--- config.mk ---
export PLATFORM = sky130hd
export DESIGN_NAME = mem_agu_ctrl
export DESIGN_NICKNAME = d
export VERILOG_FILES = /design/src/rtl/mem_agu_ctrl.sv
export SDC_FILE = /design/constraint.sdc
export NUM_CORES = 1
export LEC_CHECK = 0
export CORE_ASPECT_RATIO = 0.5
export CORE_MARGIN = 2
export CORE_UTILIZATION = 33
export CTS_CLUSTER_SIZE = 40
export DETAILED_ROUTE_END_ITERATION = 8
export HOLD_SLACK_MARGIN = 0.1
export PLACE_DENSITY = 0.61
export SLEW_MARGIN = 15
export SYNTH_ARGS = -nofsm -noshare
export SYNTH_HDL_FRONTEND = slang
export SYNTH_SLANG_ARGS = --single-unit
export TNS_END_PERCENT = 20
--- constraint.sdc ---
create_clock -name clk -period 3.4 [get_ports clk]
set_input_delay 0.68 -clock clk [delete_from_list [all_inputs] [get_ports clk]]
set_output_delay 0.68 -clock clk [all_outputs]
set_load 0.01 [all_outputs]
--- src/rtl/mem_agu_ctrl.sv ---
// Load/store address generation and memory-access controller for the data-memory stage.
// Forms the aligned effective address, runs a valid/ack access with timeout, and pulses completion.
module mem_agu_ctrl #(
   parameter int unsigned ADDR_W    = 16,
   parameter int unsigned DATA_W    = 16,
   parameter int unsigned OFF_W     = 4,
   parameter int unsigned OFF_SHIFT = 1,
   parameter int unsigned TIMEOUT   = 15
) (
   input  logic              clk,
   input  logic              rst,
   input  logic              req_valid,
   output logic              req_ready,
   input  logic [ADDR_W-1:0] req_base,
   input  logic [OFF_W-1:0]  req_off,
   input  logic [1:0]        req_mode,
   input  logic              req_we,
   input  logic [DATA_W-1:0] req_wdata,
   output logic              mem_en,
   output logic              mem_we,
   output logic [ADDR_W-1:0] mem_addr,
   output logic [DATA_W-1:0] mem_wdata,
   input  logic              mem_ack,
   input  logic [DATA_W-1:0] mem_rdata,
   output logic              done_valid,
   output logic [DATA_W-1:0] done_rdata,
   output logic              done_err,
   output logic              misalign,
   output logic              wb_en,
   output logic [ADDR_W-1:0] wb_base
);

   typedef enum logic [1:0] {IDLE, ACCESS, DONE} state_t;

   localparam int unsigned       CNT_W    = $clog2(TIMEOUT + 1);
   localparam logic [CNT_W-1:0]  CNT_MAX  = CNT_W'(TIMEOUT);
   localparam logic [ADDR_W-1:0] LOW_MASK = ADDR_W'((1 << OFF_SHIFT) - 1);

   state_t            state, state_nxt;
   logic [CNT_W-1:0]  cnt, cnt_nxt;
   logic              wb_req, wb_req_nxt;
   logic              mem_en_nxt, mem_we_nxt;
   logic [ADDR_W-1:0] mem_addr_nxt, wb_base_nxt;
   logic [DATA_W-1:0] mem_wdata_nxt, done_rdata_nxt;
   logic              done_valid_nxt, done_err_nxt, misalign_nxt, wb_en_nxt;
   logic [ADDR_W-1:0] abase, off_ext, eff;

   // Aligned base plus scaled, sign-extended offset; wraps modulo 2^ADDR_W
   always_comb begin
      abase   = req_base & ~LOW_MASK;
      off_ext = {{(ADDR_W - OFF_W){req_off[OFF_W-1]}}, req_off} << OFF_SHIFT;
      eff     = abase + off_ext;
   end

   assign req_ready = (state == IDLE) && !rst;

   always_ff @(posedge clk or posedge rst) begin
      if (rst) begin
         state <= IDLE;
      end else begin
         state <= state_nxt;
      end
   end

   always_comb begin
      state_nxt      = state;
      cnt_nxt        = cnt;
      wb_req_nxt     = wb_req;
      mem_en_nxt     = mem_en;
      mem_we_nxt     = mem_we;
      mem_addr_nxt   = mem_addr;
      mem_wdata_nxt  = mem_wdata;
      done_valid_nxt = 1'b0;
      done_rdata_nxt = done_rdata;
      done_err_nxt   = done_err;
      misalign_nxt   = misalign;
      wb_en_nxt      = wb_en;
      wb_base_nxt    = wb_base;
      case (state)
         IDLE: begin
            if (req_valid) begin
               misalign_nxt = |(req_base & LOW_MASK);
               wb_base_nxt  = eff;
               wb_req_nxt   = req_mode[0] ^ req_mode[1];
               if (req_mode == 2'b11) begin
                  // Illegal mode completes with an error and never touches memory
                  state_nxt      = DONE;
                  done_valid_nxt = 1'b1;
                  done_err_nxt   = 1'b1;
                  done_rdata_nxt = '0;
                  wb_en_nxt      = 1'b0;
               end else begin
                  state_nxt     = ACCESS;
                  mem_en_nxt    = 1'b1;
                  mem_we_nxt    = req_we;
                  mem_addr_nxt  = (req_mode == 2'b10) ? abase : eff;
                  mem_wdata_nxt = req_wdata;
                  cnt_nxt       = CNT_W'(1);
               end
            end
         end
         ACCESS: begin
            if (mem_ack) begin
               state_nxt      = DONE;
               mem_en_nxt     = 1'b0;
               mem_we_nxt     = 1'b0;
               cnt_nxt        = '0;
               done_valid_nxt = 1'b1;
               done_err_nxt   = 1'b0;
               done_rdata_nxt = mem_rdata;
               wb_en_nxt      = wb_req;
            end else if (cnt == CNT_MAX) begin
               state_nxt      = DONE;
               mem_en_nxt     = 1'b0;
               mem_we_nxt     = 1'b0;
               cnt_nxt        = '0;
               done_valid_nxt = 1'b1;
               done_err_nxt   = 1'b1;
               done_rdata_nxt = '0;
               wb_en_nxt      = 1'b0;
            end else begin
               cnt_nxt = cnt + 1'b1;
            end
         end
         DONE: begin
            state_nxt = IDLE;
         end
         default: begin
            state_nxt = IDLE;
         end
      endcase
   end

   always_ff @(posedge clk or posedge rst) begin
      if (rst) begin
         cnt        <= '0;
         wb_req     <= 1'b0;
         mem_en     <= 1'b0;
         mem_we     <= 1'b0;
         mem_addr   <= '0;
         mem_wdata  <= '0;
         done_valid <= 1'b0;
         done_rdata <= '0;
         done_err   <= 1'b0;
         misalign   <= 1'b0;
         wb_en      <= 1'b0;
         wb_base    <= '0;
      end else begin
         cnt        <= cnt_nxt;
         wb_req     <= wb_req_nxt;
         mem_en     <= mem_en_nxt;
         mem_we     <= mem_we_nxt;
         mem_addr   <= mem_addr_nxt;
         mem_wdata  <= mem_wdata_nxt;
         done_valid <= done_valid_nxt;
         done_rdata <= done_rdata_nxt;
         done_err   <= done_err_nxt;
         misalign   <= misalign_nxt;
         wb_en      <= wb_en_nxt;
         wb_base    <= wb_base_nxt;
      end
   end

endmodule

---- Word level (Yosys, flattened, before mapping) ----
Cells that the tools add are included.
word-level totals
  bits in writable memories ............... 0
  register bits after elaboration ......... 77
  bits of input ports ..................... 59
  output and inout port bits .............. 71
  word-level logic and storage cells ...... 73
  latch bits .............................. 0
  memories ................................ 0
  bits in read-only memories .............. 0
operators by class
  reductions and logical operators ........ 10
  bitwise gates (word level) .............. 2
  shift-type cells ........................ 0
  $mul .................................... 0
  muxes and demuxes ....................... 38
  div/mod/pow operators ................... 0
  equality and inequality tests ........... 8
  $add $sub $neg .......................... 2
  order comparisons ....................... 0
operators with widths
  operator                                              number
  two-way mux 16 bit                                    5
  case mux 16 bit (2 select lines)                      1
  two-way mux 1 bit                                     17
  adder 16 bit                                          1
  two-way mux 4 bit                                     4
  case mux 1 bit (2 select lines)                       5
  two-way mux 2 bit                                     4
  case mux 4 bit (2 select lines)                       1
  AND reduction 4 bit                                   2
  AND reduction 3 bit                                   2
  adder 4 x 1 -> 4 bit (second input constant)          1
  equality test 2 bit (second input constant)           2
  equality test 4 bit (second input constant)           1
  != test 2 bit (second input constant)                 2
  case mux 2 bit (2 select lines)                       1
  AND reduction 2 bit                                   2
  != test 3 bit (second input constant)                 1
  equality test 2 x 1 -> 1 bit (second input constant)  1
  zero test 2 bit                                       1
  != test 2 x 1 -> 1 bit (second input constant)        1
  nonzero test 2 bit                                    1
  logical AND 1 bit                                     1
  zero test 1 bit                                       1
  NOT 1 bit                                             1
  bitwise XOR 1 bit                                     1

---- Longest topological paths before layout ----
Gate-level depths: netlist of the first run.
  depth in word-level cells ............... 4
  mapped depth ............................ 9
  gate-level depth less buffers ........... 9

---- Worst setup path after synthesis of the first run ----
No wires, ideal clock.
  kind .................................... input to register
  from .................................... in req_base[1]
  to ...................................... reg mem_addr[9]
  stages .................................. 9
  data arrival time ....................... 2.227 ns
  data required time ...................... 3.331 ns
  path slack .............................. 1.104 ns
  buffers on the path ..................... 0
  setup time .............................. 0.069 ns
  path through ............................ ha_1 inv_1 fa_1 nor2b_1 o2111ai_1 nand2_1 a21boi_0 or4_1 nand3_1
between the ends
  cells in the longest elaborated chain, start to end .. 2
ends and longest elaborated chain
  what                  line  source
  start, declared       14    input logic [ADDR_W-1:0] req_base,
  adder 16 bit          52    eff = abase + off_ext;
  two-way mux 16 bit    96    mem_addr_nxt = (req_mode == 2'b10) ? abase : eff;
  end signal, assigned  153   mem_addr <= mem_addr_nxt;
  end, declared         21    output logic [ADDR_W-1:0] mem_addr,
Every way passes these cells.
A chain may end at the register's enable or synchronous reset.

---- Worst setup path in the final report of the first run ----
  from .................................... in req_off[3]
  to ...................................... reg mem_addr[14]
between the ends
  cells in the longest elaborated chain, start to end .. 2
ends and longest elaborated chain
  what                line  source
  start, declared     15    input logic [OFF_W-1:0] req_off,
  adder 16 bit        52
  two-way mux 16 bit  96
Every way passes these cells.

==> summary.txt, run 1 <==
Timing
  – Worst setup margin: 0.514 ns
  – Worst slew pin tran: 0.688 ns
  – Fin crit share: 0.849
  – Final Max Slew Viols: 0
  – Period minus WS final: 2.89 ns
  – Relative slew slack: 0.541
  – Final setup fails: 0
  – Final hold vios: 0
  – Setup TNS: 0 ns
  – Clock Skew: 0.00508 ns
  – RSZ-0062 raised after global routing: false
  – Max Freq: 346 MHz

Critical path
  – Crit. End Element: flip-flop
  – Critical-path cell list: clkdlybuf4s50_1, ha_1, a21o_1, a31o_2, a211o_1, a21oi_1, xor2_1, o22ai_1
  – R2R setup slack: 1.46 ns
  – Critical path buffer and inverter count: 1
  – Crit Reg-Reg Startpoint: state[0]
  – Worst Path Max Fanout: 11
  – Worst r2r dst: mem_wdata[2]
  – Crit path launch: req_off[3]
  – Crit path required time: 3.61 ns
  – Slowest cell on crit path: clkdlybuf4s50_1
  – Worst EP arrival: 3.10 ns
  – Top Family by Delay on Critical Path: compound AO/OA/AOI/OAI gates
  – Setup CP Type: in2reg
  – Startpoint Class: input port
  – WP depth: 8
  – Crit path capture: mem_addr[14]
  – R2R depth: 5
  – Largest stage delay, worst path: 0.69 ns

GRT
  – GRT Total Usage: 0.170
  – Global-route wire length before repair: 16,300 um
  – Initial antenna violation count: 0
  – Vias in the first global route: 3,179
  – Largest net degree at the start of global routing: 54
  – Total grt overflow: 0

Power and ir drop
  – Sw frac: 0.324
  – Switching pwr: 1300 uW
  – Comb pwr share: 0.413
  – Total power divided by cell area: 740 nW/um^2
  – Leakage: 0.00245 uW
  – Clk network pwr share: 0.221
  – P_int: 2720 uW
  – Max VDD drop: 0.246 mV
  – Reg power frac: 0.366

Floorplanning
  – DIE WIDTH: 153 um
  – Initial core utilization: 0.337
  – Die Height: 78.7 um
  – Core ar.: 10,900 sq um
  – Core Rows: 27
  – Die area: 12,100 sq um
  – I/O pin total: 130

Synth
  – Synth Flop Type: dfrtp_1
  – Post-Syn Instances: 385
  – FFs w/ async S/R, synth: 1.00
  – Yosys top cell area share: 0.509
  – Area leader, netlist: dfrtp_1
  – Yosys warns: 0
  – Yosys reg bits: 75
  – Avg Synthesized Cell Area: 9.57 sq um
  – Register area share after synthesis: 0.509
  – Dominant cells by area after synthesis: dfrtp_1, nand2_1, ha_1
  – Synth cell types: 48
  – Number of flops mapped to enable cells by yosys: 0
  – Netlist Area Pre-Place: 3680 sq um

Detailed routing
  – DR WL/cell: 14.7 um
  – DR iter-0 viols: 188
  – Drt first pass iters: 4
  – Final wirelength: 9740 um
  – Post-DR vias/cell: 4.84
  – Antenna viol nets, final: 0
  – Via count: 3,218
  – Remaining routing DRC violations: 0

CTS
  – CTS root buf: clkbuf_16
  – Clock Tree Buf Depth: 2
  – CTS tree: yes
  – Total clock sinks: 75
  – PostCTS Resize Cnt: 0
  – Post-CTS setup buffers: 0
  – Num CTS Buffers: 9
  – CTS clk-pin slew, worst paths: 0.06 ns
  – Worst-Skew Late Latency: 0.34 ns
  – Hold Buf Count CTS: 0
  – H-tree lvl count: 3

Cells and area
  – Most common cell after layout, fill and taps aside: clkdlybuf4s50_1
  – P&R area growth vs syn: 47.6%
  – Commonest cells after routing, fill and taps aside: clkdlybuf4s50_1, nand2_1, dfrtp_1
  – Nets: 592
  – Layout cells sized above 1: 0.0654
  – Ant. Diodes: 0

Placed design
  – Count of input and output buffers: 127
  – GP Congestion: 0.883
  – Post-DP HPWL: 7030 um
  – Worst slack at placement: 0.173 ns

Run
  – MaxCap Viol Count: 0

Run status
  – Outcome: finished, final reports clean

Min path
  – Worst Hold Class: reg2reg
==> Yosys cell counts, types with 4 or more instances <==
library cell and number:
nand2_1 87, dfrtp_1 75, o21ai_0 27, a21oi_1 26
a22o_1 17, ha_1 17, clkbuf_1 16, inv_1 14
nor2_1 13, nand3_1 9, xor2_1 8, and3_1 6
xnor2_1 6, o21a_1 5, a21o_1 4, mux2i_1 4
o22ai_1 4
==> through the flow <==
stage          cell area [sq um]  hold slack (ns)  utilization  total power, uW  instances
6_report                    5440            0.471        0.497             4020        665
5_1_grt                     5440            0.487        0.497             4310        665
4_1_cts                     5440            0.477        0.497             4090        665
3_5_place_dp                5160            0.462        0.471             3170        649
3_3_place_gp                5160            0.457        0.471             3150        649
2_1_floorplan               3690            0.451            -             2200        386
==> power groups by stage <==
stage | sequential (uW) | clock [uW] | combinational, uW
2_1_floorplan | 1640 | 0 | 558
3_3_place_gp | 1480 | 0 | 1670
3_5_place_dp | 1490 | 0 | 1680
4_1_cts | 1480 | 922 | 1690
5_1_grt | 1530 | 973 | 1810
6_report | 1470 | 891 | 1660
==> tightest hold or removal path: cells and delay by family, from the launching register on <==
family           cells  cell delay (ns)
DFF                  1             0.34
and+or+nand+nor      2             0.10
==> sequential cells by signal, summed over array words and instances, names as in the netlist <==
name,count
state,2
misalign,1
wb_en,1
cnt,4
done_valid,1
wb_req,1
mem_en,1
mem_we,1
done_err,1
mem_wdata,16
wb_base,15
done_rdata,16
mem_addr,15
==> worst min path at each step <==
| stage | from | end | slack (ns) | cells past startpoint |
|---|---|---|---|---|
| 5_1_grt | mem_wdata[5] | mem_wdata[5] | 0.49 | 2 |
| 3_5_place_dp | mem_wdata[8] | mem_wdata[8] | 0.46 | 2 |
| 6_report | mem_wdata[9] | mem_wdata[9] | 0.47 | 2 |
| 2_1_floorplan | wb_req | wb_req | 0.45 | 2 |
| 4_1_cts | mem_wdata[8] | mem_wdata[8] | 0.48 | 2 |
| 3_3_place_gp | mem_wdata[1] | mem_wdata[1] | 0.46 | 2 |
==> cell families after synthesis <==
group / Yosys count / synth area share
xor+xnor: 14 / 0.0333
flops: 75 / 0.509
simple gates: 138 / 0.167
mux: 5 / 0.0139
other cells: 1 / 0.00102
fa+ha+maj: 18 / 0.0632
buf+inv: 35 / 0.0387
compound gates: 99 / 0.174
==> final cells by class <==
cell class / count / area, sq um
clock buffers: 10 / 239
clock inverters: 6 / 41.3
fillers: 1025 / 5510
inverters: 14 / 53.8
multi-input cells: 276 / 1670
flip-flops and latches: 75 / 1880
well taps: 145 / 181
repair buffers: 139 / 1370
==> layer usage <==
| layer | vias to the layer above | GRT usage | wire length, um |
|---|---|---|---|
| met5 | - | 0 | 0 |
| met3 | 8 | 0.0469 | 423 |
| li1 | 1600 | - | - |
| met2 | 66 | 0.276 | 4550 |
| met1 | 1544 | 0.228 | 4680 |
| met4 | 0 | 0.0385 | 87 |
Note: power is estimated with default switching activity, not from simulation.
==> run 2, diff against run 1 <==
--- a/config.mk
+++ b/config.mk
@@ -11,7 +11,7 @@
 export CTS_CLUSTER_SIZE = 40
 export DETAILED_ROUTE_END_ITERATION = 8
 export HOLD_SLACK_MARGIN = 0.1
-export PLACE_DENSITY = 0.61
+export PLACE_DENSITY = 0.63
 export SLEW_MARGIN = 15
 export SYNTH_ARGS = -nofsm -noshare
 export SYNTH_HDL_FRONTEND = slang
==> constraint.sdc (replaced) <==
create_clock -name clk -period 2.5 [get_ports clk]
set_input_delay 0.5 -clock clk [delete_from_list [all_inputs] [get_ports clk]]
set_output_delay 0.5 -clock clk [all_outputs]
set_load 0.01 [all_outputs]
==> run 2 against run 1 <==
Net effect:
- first-iteration DRC count is 26% lower
- cell area is 6.4% higher
- non-clock buffer count is 37 higher
==> summary.txt, run 2 (synthesized netlist as in run 1, its figures left out) <==
Run status
  – Outcome: finished, final reports clean

CTS
  – CTS clk-pin slew, worst paths: 0.05 ns
  – CTS root buf: clkbuf_16
  – Num CTS Buffers: 9
  – Hold Buf Count CTS: 0
  – Clock Tree Buf Depth: 2
  – Total clock sinks: 75
  – H-tree lvl count: 3
  – CTS tree: yes
  – Worst-Skew Late Latency: 0.33 ns
  – Post-CTS setup buffers: 0

GRT
  – Largest net degree at the start of global routing: 36
  – Global-route wire length before repair: 16,400 um
  – GRT Total Usage: 0.170
  – Initial antenna violation count: 0
  – Total grt overflow: 0
  – Vias in the first global route: 3,293

Cells and area
  – Nets: 629
  – Layout cells sized above 1: 0.138
  – Commonest cells after routing, fill and taps aside: clkdlybuf4s50_1, nand2_1, dfrtp_1
  – P&R area growth vs syn: 57.0%
  – FILL cells: 1,007
  – Largest regs: done_rdata: 16 flops, mem_wdata: 16 flops
  – Most common cell after layout, fill and taps aside: clkdlybuf4s50_1
  – Ant. Diodes: 0

Power and ir drop
  – Reg power frac: 0.354
  – Max VDD drop: 0.318 mV
  – Clk network pwr share: 0.228
  – Total power: 5650 uW
  – Sw frac: 0.314
  – Total power divided by cell area: 976 nW/um^2
  – Leakage: 0.00268 uW
  – Comb pwr share: 0.417
  – Switching pwr: 1770 uW
  – P_int: 3880 uW

Floorplanning
  – Die area: 12,100 sq um
  – Die Height: 78.7 um
  – DIE WIDTH: 153 um
  – I/O pin total: 130
  – Core Rows: 27
  – Core ar.: 10,900 sq um
  – Initial core utilization: 0.337

Detailed routing
  – DRT met1 WL: 4780 um
  – DR top layer: met4
  – Via count: 3,330
  – Antenna viol nets, final: 0
  – Final wirelength: 9960 um
  – DR WL/cell: 14.2 um
  – Remaining routing DRC violations: 0
  – Post-DR vias/cell: 4.74
  – DR iter-0 viols: 139
  – Routed wl met3: 345 um
  – Drt first pass iters: 4
  – Met2 WL: 4680 um

Critical path
  – Crit Reg-Reg Startpoint: state[0]
  – R2R depth: 6
  – Top Family by Delay on Critical Path: compound AO/OA/AOI/OAI gates
  – Crit path required time: 2.74 ns
  – Worst EP arrival: 2.64 ns
  – Crit. End Element: flip-flop
  – Critical-path cell list: clkdlybuf4s50_1, ha_1, inv_1, fa_2, nor2b_4, o2111ai_2, a21oi_2, o21ai_1, and3_1, o31ai_1
  – Slowest cell on crit path: clkdlybuf4s50_1
  – Worst r2r dst: mem_addr[6]
  – Startpoint Class: input port
  – Largest stage delay, worst path: 0.49 ns
  – Worst Path Max Fanout: 3
  – Critical path buffer and inverter count: 2
  – Setup CP Type: in2reg
  – R2R setup slack: 0.66 ns

Timing
  – Fin crit share: 0.959
  – Period minus WS final: 2.40 ns
  – Final hold vios: 0
  – Final setup fails: 0
  – Setup TNS: 0 ns
  – Relative slew slack: 0.585
  – RSZ-0062 raised after global routing: true
  – Final Max Slew Viols: 0
  – Clock Skew: 0.00549 ns
  – Max Freq: 417 MHz
  – Worst slew pin tran: 0.621 ns

Placed design
  – Count of input and output buffers: 127
  – GP Congestion: 0.862
  – Post-DP HPWL: 7400 um

Min path
  – Worst Hold Class: reg2reg
  – Worst hold start: mem_wdata[13]
  – Hold EP: mem_wdata[13]
  – Number of cells on the worst hold path: 2

Run
  – MaxCap Viol Count: 0
run 2: cell types whose count changed in the layout (fill, tap and decap cells not counted), sizes merged:
| cell | delta |
|---|---|
| buf | +37 |
| bufinv | +1 |
| clkdlybuf4s50 | -1 |
| clkinvlp | -2 |
| dlymetal6s2s | +1 |
| inv | +1 |
run 2: power by group through the flow:
| stage | clock (uW) | sequential (uW) | combinational (uW) |
|---|---|---|---|
| 2_1_floorplan | 0 | 2230 | 760 |
| 3_3_place_gp | 0 | 2010 | 2350 |
| 3_5_place_dp | 0 | 2020 | 2370 |
| 4_1_cts | 1330 | 2010 | 2380 |
| 5_1_grt | 1390 | 2080 | 2570 |
| 6_report | 1290 | 2000 | 2360 |
run 2: what timing repair did:
action | in CTS | in global routing
pin swaps | 0 | 2
endpoints found under the setup margin | 1 | 12
gates resized for setup | 1 | 9
run 2: layout make-up:
type / instances / area [sq um] / area share
Sequential cell: 75 / 1880 / 0.324
Clock inverter: 6 / 65.1 / 0.0112
Multi-Input combinational cell: 276 / 1710 / 0.295
Clock buffer: 10 / 239 / 0.0413
Tap cell: 145 / 181 / 0.0314
Inverter: 14 / 52.6 / 0.00908
Timing Repair Buffer: 176 / 1670 / 0.288
run 2: metrics by stage:
step | utilization | instance area (sq um) | instances | hold slack (ns) | setup WS, ns
2_1_floorplan | - | 3690 | 386 | 0.451 | 0.0900
3_3_place_gp | 0.498 | 5450 | 686 | 0.459 | -0.335
3_5_place_dp | 0.498 | 5450 | 686 | 0.462 | -0.371
4_1_cts | 0.526 | 5750 | 702 | 0.477 | 0.00500
5_1_grt | 0.529 | 5790 | 702 | 0.493 | -0.0572
6_report | 0.529 | 5790 | 702 | 0.471 | 0.102
run 2: routing by layer:
metal | global-route usage | vias up
li1 | - | 1675
met1 | 0.228 | 1576
met2 | 0.272 | 64
met3 | 0.0404 | 15
met4 | 0.0587 | 0
met5 | 0 | -
run 2: worst max-delay path by stage:
stage / start / end / slack [ns] / depth (start not counted)
3_5_place_dp: req_base[1] / wb_base[13] / -0.37 / 10
5_1_grt: req_base[1] / wb_base[13] / -0.06 / 10
4_1_cts: req_off[3] / wb_base[9] / 0.005 / 9
2_1_floorplan: rst / cnt[0] / 0.09 / 1
3_3_place_gp: req_base[1] / wb_base[13] / -0.33 / 10
6_report: req_base[1] / wb_base[13] / 0.10 / 10
run 2: worst min-delay path: stages (launching register included):
cell and delay [ns]:
dfrtp_1 0.33, nand2_1 0.05, nand2_1 0.06
==> run 3, diff against run 2 <==
--- a/config.mk
+++ b/config.mk
@@ -5,6 +5,7 @@
 export SDC_FILE = /design/constraint.sdc
 export NUM_CORES = 1
 export LEC_CHECK = 0
+export ABC_AREA = 0
 export CORE_ASPECT_RATIO = 0.5
 export CORE_MARGIN = 2
 export CORE_UTILIZATION = 33
==> results of run 3 <==
No change in the layout: final DEF, timing and power equal those of run 2.
